[config.mk]
export PLATFORM = sky130hd
export DESIGN_NAME = pipeline_hazard_controller
export DESIGN_NICKNAME = d
export VERILOG_FILES = /design/src/rtl/pipeline_hazard_controller.sv
export SDC_FILE = /design/constraint.sdc
export NUM_CORES = 1
export LEC_CHECK = 0
export CORE_ASPECT_RATIO = 1.2
export CORE_MARGIN = 2
export CORE_UTILIZATION = 25
export CTS_CLUSTER_DIAMETER = 120
export DETAILED_ROUTE_END_ITERATION = 8
export HOLD_SLACK_MARGIN = 0.05
export SLEW_MARGIN = 40
export SYNTH_ARGS = -nofsm -noshare
export SYNTH_HDL_FRONTEND = slang
export SYNTH_SLANG_ARGS = --single-unit
[constraint.sdc]
create_clock -name clk -period 2.9 [get_ports clk]
set_input_delay 0.725 -clock clk [delete_from_list [all_inputs] [get_ports clk]]
set_output_delay 0.725 -clock clk [all_outputs]
set_load 0.01 [all_outputs]
[src/rtl/pipeline_hazard_controller.sv]
// Central hazard sequencer for the 5-stage pipeline.
// Produces per-stage load enables, bubble/flush requests and the PC source
// select. Hazard priority: data-memory wait > taken redirect > load-use.
// Saturating stall/flush counters are kept for performance debug.
module pipeline_hazard_controller #(
    parameter int CNT_W       = 16,
    parameter int MEM_TIMEOUT = 64,
    parameter int TO_W        = 7
) (
    input  logic             clk,
    input  logic             rst,
    input  logic [4:0]       if_id_rs,
    input  logic [4:0]       if_id_rt,
    input  logic             if_id_uses_rt,
    input  logic             id_ex_memRead,
    input  logic [4:0]       id_ex_rd,
    input  logic             ex_mem_memAccess,
    input  logic             mem_ready,
    input  logic             ex_mem_branch,
    input  logic             ex_mem_zero,
    input  logic             ex_mem_jump,
    input  logic             err_clear,
    output logic             pc_en,
    output logic             if_id_en,
    output logic             id_ex_en,
    output logic             ex_mem_en,
    output logic             mem_wb_en,
    output logic             if_id_flush,
    output logic             id_ex_flush,
    output logic             ex_mem_flush,
    output logic [1:0]       pc_sel,
    output logic             mem_error,
    output logic [CNT_W-1:0] stall_count,
    output logic [CNT_W-1:0] flush_count
);

    typedef enum logic [1:0] {
        RUN      = 2'd0,
        MEM_WAIT = 2'd1,
        ERROR    = 2'd2
    } ctrlState_t;

    localparam logic [TO_W-1:0] WAIT_LAST = TO_W'(MEM_TIMEOUT - 1);

    ctrlState_t      state;
    ctrlState_t      nextState;
    logic [TO_W-1:0] waitCnt;
    logic [TO_W-1:0] nextWaitCnt;
    logic            memWait;
    logic            redirect;
    logic            loadUse;
    logic            redirTaken;

    // Hazard detection terms, evaluated from the current pipeline contents.
    assign memWait  = ex_mem_memAccess & ~mem_ready;
    assign redirect = (ex_mem_branch & ex_mem_zero) | ex_mem_jump;
    assign loadUse  = id_ex_memRead & (id_ex_rd != 5'd0) &
                      ((id_ex_rd == if_id_rs) | (if_id_uses_rt & (id_ex_rd == if_id_rt)));

    // Next-state and same-cycle pipeline control outputs.
    // NOTE: every output gets a default before any branch so no path leaves it unassigned (no latch).
    always_comb begin
        pc_en        = 1'b1;
        if_id_en     = 1'b1;
        id_ex_en     = 1'b1;
        ex_mem_en    = 1'b1;
        mem_wb_en    = 1'b1;
        if_id_flush  = 1'b0;
        id_ex_flush  = 1'b0;
        ex_mem_flush = 1'b0;
        pc_sel       = 2'd0;
        nextState    = state;
        nextWaitCnt  = waitCnt;
        redirTaken   = 1'b0;

        if (rst) begin
            // Hold every stage and inject bubbles while reset is asserted.
            pc_en        = 1'b0;
            if_id_en     = 1'b0;
            id_ex_en     = 1'b0;
            ex_mem_en    = 1'b0;
            mem_wb_en    = 1'b0;
            if_id_flush  = 1'b1;
            id_ex_flush  = 1'b1;
            ex_mem_flush = 1'b1;
            nextState    = RUN;
            nextWaitCnt  = '0;
        end else begin
            case (state)
                RUN, MEM_WAIT: begin
                    if (memWait) begin
                        // Freeze everything; a pending redirect is retried once
                        // the held EX_MEM access completes.
                        pc_en     = 1'b0;
                        if_id_en  = 1'b0;
                        id_ex_en  = 1'b0;
                        ex_mem_en = 1'b0;
                        mem_wb_en = 1'b0;
                        if (waitCnt == WAIT_LAST) begin
                            nextState   = ERROR;
                            nextWaitCnt = '0;
                        end else begin
                            nextState   = MEM_WAIT;
                            nextWaitCnt = waitCnt + TO_W'(1);
                        end
                    end else begin
                        nextState   = RUN;
                        nextWaitCnt = '0;
                        if (redirect) begin
                            if_id_flush  = 1'b1;
                            id_ex_flush  = 1'b1;
                            ex_mem_flush = 1'b1;
                            pc_sel       = ex_mem_jump ? 2'd2 : 2'd1;
                            redirTaken   = 1'b1;
                        end else if (loadUse) begin
                            // One bubble: hold PC/IF_ID, insert NOP into ID_EX.
                            pc_en       = 1'b0;
                            if_id_en    = 1'b0;
                            id_ex_flush = 1'b1;
                        end
                    end
                end
                ERROR: begin
                    pc_en       = 1'b0;
                    if_id_en    = 1'b0;
                    id_ex_en    = 1'b0;
                    ex_mem_en   = 1'b0;
                    mem_wb_en   = 1'b0;
                    nextWaitCnt = '0;
                    if (err_clear) begin
                        nextState = RUN;
                    end
                end
                default: begin
                    nextState   = RUN;
                    nextWaitCnt = '0;
                end
            endcase
        end
    end

    // State, wait counter, error flag and saturating performance counters.
    // NOTE: sequential state uses non-blocking assignments so all registers update from pre-edge values.
    always_ff @(posedge clk) begin
        if (rst) begin
            state       <= RUN;
            waitCnt     <= '0;
            mem_error   <= 1'b0;
            stall_count <= '0;
            flush_count <= '0;
        end else begin
            state     <= nextState;
            waitCnt   <= nextWaitCnt;
            mem_error <= (nextState == ERROR);
            if (!pc_en && (stall_count != '1)) begin
                stall_count <= stall_count + CNT_W'(1);
            end
            if (redirTaken && (flush_count != '1)) begin
                flush_count <= flush_count + CNT_W'(1);
            end
        end
    end

endmodule

==> flow_summary_export.csv <==
group,metric,value,unit
power,combPwrFrac,14.3,%
sta,worst_slew_pin_slew,0.464,ns
critical_path,startpoint,"mem_ready",
synth,syn_area,0.00218,mm2
power,powerDensity,363,mW/mm2
critical_path,slowest_delay,0.48,ns
floorplan,die_h,106,um
placement,finalWeightedCongestion,0.773,
sta,rsz0062_at_grt,"true",
synth,syn_inst,259,
detailed_routing,antenna_left,0,
detailed_routing,drc,0,
clocking,cts.htree.levels,2,
synth,synth_seq_cells,42,
synth,synth_cell_types,36,
clocking,cts_buffer_depth,2,
job,drv_cap,0,
critical_path,cp-start-kind,"primary input",
synth,synth_area_leaders,"dfxtp_1, xor2_1, nor2_1",
finish,final_cells,456,
synth,async_reset_ff_share,0,%
clocking,clock-sinks,42,
detailed_routing,vias,2161,
critical_path,crit_chain,"clkdlybuf4s50_1 -> nand2b_4 -> nand2b_4 -> a21oi_4 -> buf_4 -> o31a_1 -> buf_6 -> buf_6",
synth,post_synth.cell_area_avg,8.43,um2
sta,worst_slack,0.0540,ns
power,p_int,865,uW
finish,nets,366,
sta,whs,0.456,ns
placement,port_buffers,67,
sta,post-route-period-util,98.1,%
clocking,cts.clk_slew.worst_paths,0.08,ns
global_routing,grt_pass1_vias,2033,
clocking,tritoncts,"built",
sta,timing.fmax,351,MHz
sta,worst_clock_skew,0.0105,ns
global_routing,antenna_found_initial,0,
global_routing,track_usage,12.0,%
power,power,1160,uW
placement,dpl.cell_count,443,
finish,layout_commonest_cell,"clkdlybuf4s50_1",
sta,finalHoldViolCount,0,
detailed_routing,drt_iter0_markers,25,
global_routing,grt-ovfl-total,0,
worst_hold_path,hp-class,"flop to flop",
critical_path,cp.depth,8,
critical_path,endpoint_kind,"primary output",
floorplan,initial_core_util,25.6,%
run_status,status,"completed",
synth,seq_area_frac_synth,38.5,%
placement,dp_hpwl,4.11,mm
detailed_routing,dr.pass1.iters,4,
sta,maxSlewViolCount,0,
power,peakVddDrop,0.000170,V
synth,synth_top_area_share,38.5,%
floorplan,core-area,0.00852,mm2
placement,post-place-ws,-0.601,ns
critical_path,crit_fanout,2,
power,p_leak,0.00111,uW
critical_path,cp_top_family,"buffers and inverters",
floorplan,std_cell_rows,37,
power,switching_power,294,uW
global_routing,grt_pass1_wl,9.20,mm
sta,setup_viol,0,
detailed_routing,wl_per_cell,12.3,um
global_routing,grt_start_max_net_pins,28,
finish,area_growth,46.2,%
synth,yosys_warnings,0,
power,seqPwrFrac,51.3,%
detailed_routing,via_per_inst,4.74,
detailed_routing,wirelength,5.60,mm
finish,n_antenna_cell,0,
synth,synth_edf_count,0,
clocking,clk_latency,0.29,ns
finish,drive_above_1_share,13.9,%
synth,yosys_most_used_dff,"dfxtp_1",
critical_path,r2r-start,"state[1]",
clocking,clockRootBuffer,"clkbuf_8",
floorplan,die_w,89.3,um
critical_path,r2r_end,"stall_count[7]",
critical_path,crit_slowest_cell,"clkdlybuf4s50_1",
critical_path,critPathCapture,"pc_en",
synth,syn_nets,287,
finish,final_cell_mix,"clkdlybuf4s50_1, dfxtp_1, nor2_1, a21oi_1, buf_4",
critical_path,critPathRequiredTime,2.17,ns
finish,post-route-util,37.5,%
power,sw_frac_of_total,25.3,%
sta,min_period,2.85,ns
critical_path,r2r_setup_slack,0.80,ns
critical_path,path_buf_inv,4,
floorplan,io_pins,68,
floorplan,dieArea,0.00951,mm2
critical_path,arrival,2.12,ns
synth,synth_largest_area_cell,"dfxtp_1",
power,clockPowerShare,34.4,%
clocking,numCtsBuffers,5,
sta,slew_headroom,68.7,%
critical_path,ff2ff_path_depth,8,
critical_path,worstSetupPathType,"primary input to primary output",
-- cells by family after synthesis --
| family | Yosys count | synth area share (%) |
|---|---|---|
| AOI/OAI and AO/OA | 42 | 11.2 |
| and+or+nand+nor | 123 | 31.7 |
| buffers and inverters | 20 | 4.70 |
| adders and majority gates | 3 | 1.72 |
| xor gates and xnor gates | 23 | 9.22 |
| DFF | 42 | 38.5 |
| muxes | 6 | 3.04 |
-- Yosys cell counts, types with 2 or more instances --
cell type  instances
dfxtp_1           42
nor2_1            32
a21oi_1           20
nand2_1           15
xor2_1            15
nand3_1           14
or4_1             11
o31ai_1            9
nand4_1            8
o21ai_0            8
or3_1              8
xnor2_1            8
inv_1              6
nor2b_1            6
buf_4              5
mux2_1             5
nor3_1             5
and4_1             4
clkbuf_1           4
nor4_1             4
and2_1             3
and3_1             3
buf_1              3
ha_1               3
nand2b_1           3
nor4_2             3
nor4b_2            2
o21ai_1            2
-- worst min path at each step --
stage                     from    endpoint  cells past startpoint
floorplan           waitCnt[0]  waitCnt[0]                      1
global placement    waitCnt[0]  waitCnt[0]                      1
detailed placement  waitCnt[0]  waitCnt[0]                      1
CTS                 waitCnt[0]  waitCnt[0]                      1
global route        waitCnt[0]  waitCnt[0]                      1
finish              waitCnt[0]  waitCnt[0]                      1
-- through the flow --
stage	setup TNS (ns)	instance area [um2]
floorplan	0	2180
global placement	-7.30	3030
detailed placement	-8.39	3030
CTS	-0.0345	3150
global route	-0.0263	3190
finish	0	3190
-- per-layer routing --
layer / up-vias / global-route usage, % / part of all wire [%]
met3: 4 / 2.72 / 3.1
met1: 1025 / 15.1 / 45
li1: 1087 / - / -
met5: - / 0 / 0
met2: 45 / 19.9 / 51
met4: 0 / 4.37 / 0.86
-- sequential cells by signal, summed over array words and instances (netlist names) --
name / cells
waitCnt: 7
stall_count: 16
mem_error: 1
flush_count: 16
state: 2
-- what timing repair did --
action | 4_1_cts | 5_1_grt
buffers inserted | 3 | 2
endpoints found under the hold margin | 0 | 0
hold buffers | 0 | 0
gates resized for setup | 40 | 14
pin swaps | 5 | 8
endpoints found under the setup margin | 24 | 13
-- power by group through the flow --
stage | combinational, uW | clock (uW) | sequential [uW]
floorplan | 68.2 | 0 | 609
global placement | 156 | 0 | 608
detailed placement | 159 | 0 | 608
CTS | 159 | 416 | 595
global route | 180 | 438 | 596
finish | 165 | 399 | 594
-- cell type report --
class | instances | area, um2
sequential | 42 | 841
clock buffer | 6 | 82.6
multi-input combinational | 197 | 1290
tap | 117 | 146
inverter | 6 | 22.5
clock inverter | 2 | 12.5
fill | 888 | 5330
timing repair buffer | 86 | 795
Power figures use the tool's default switching activity.
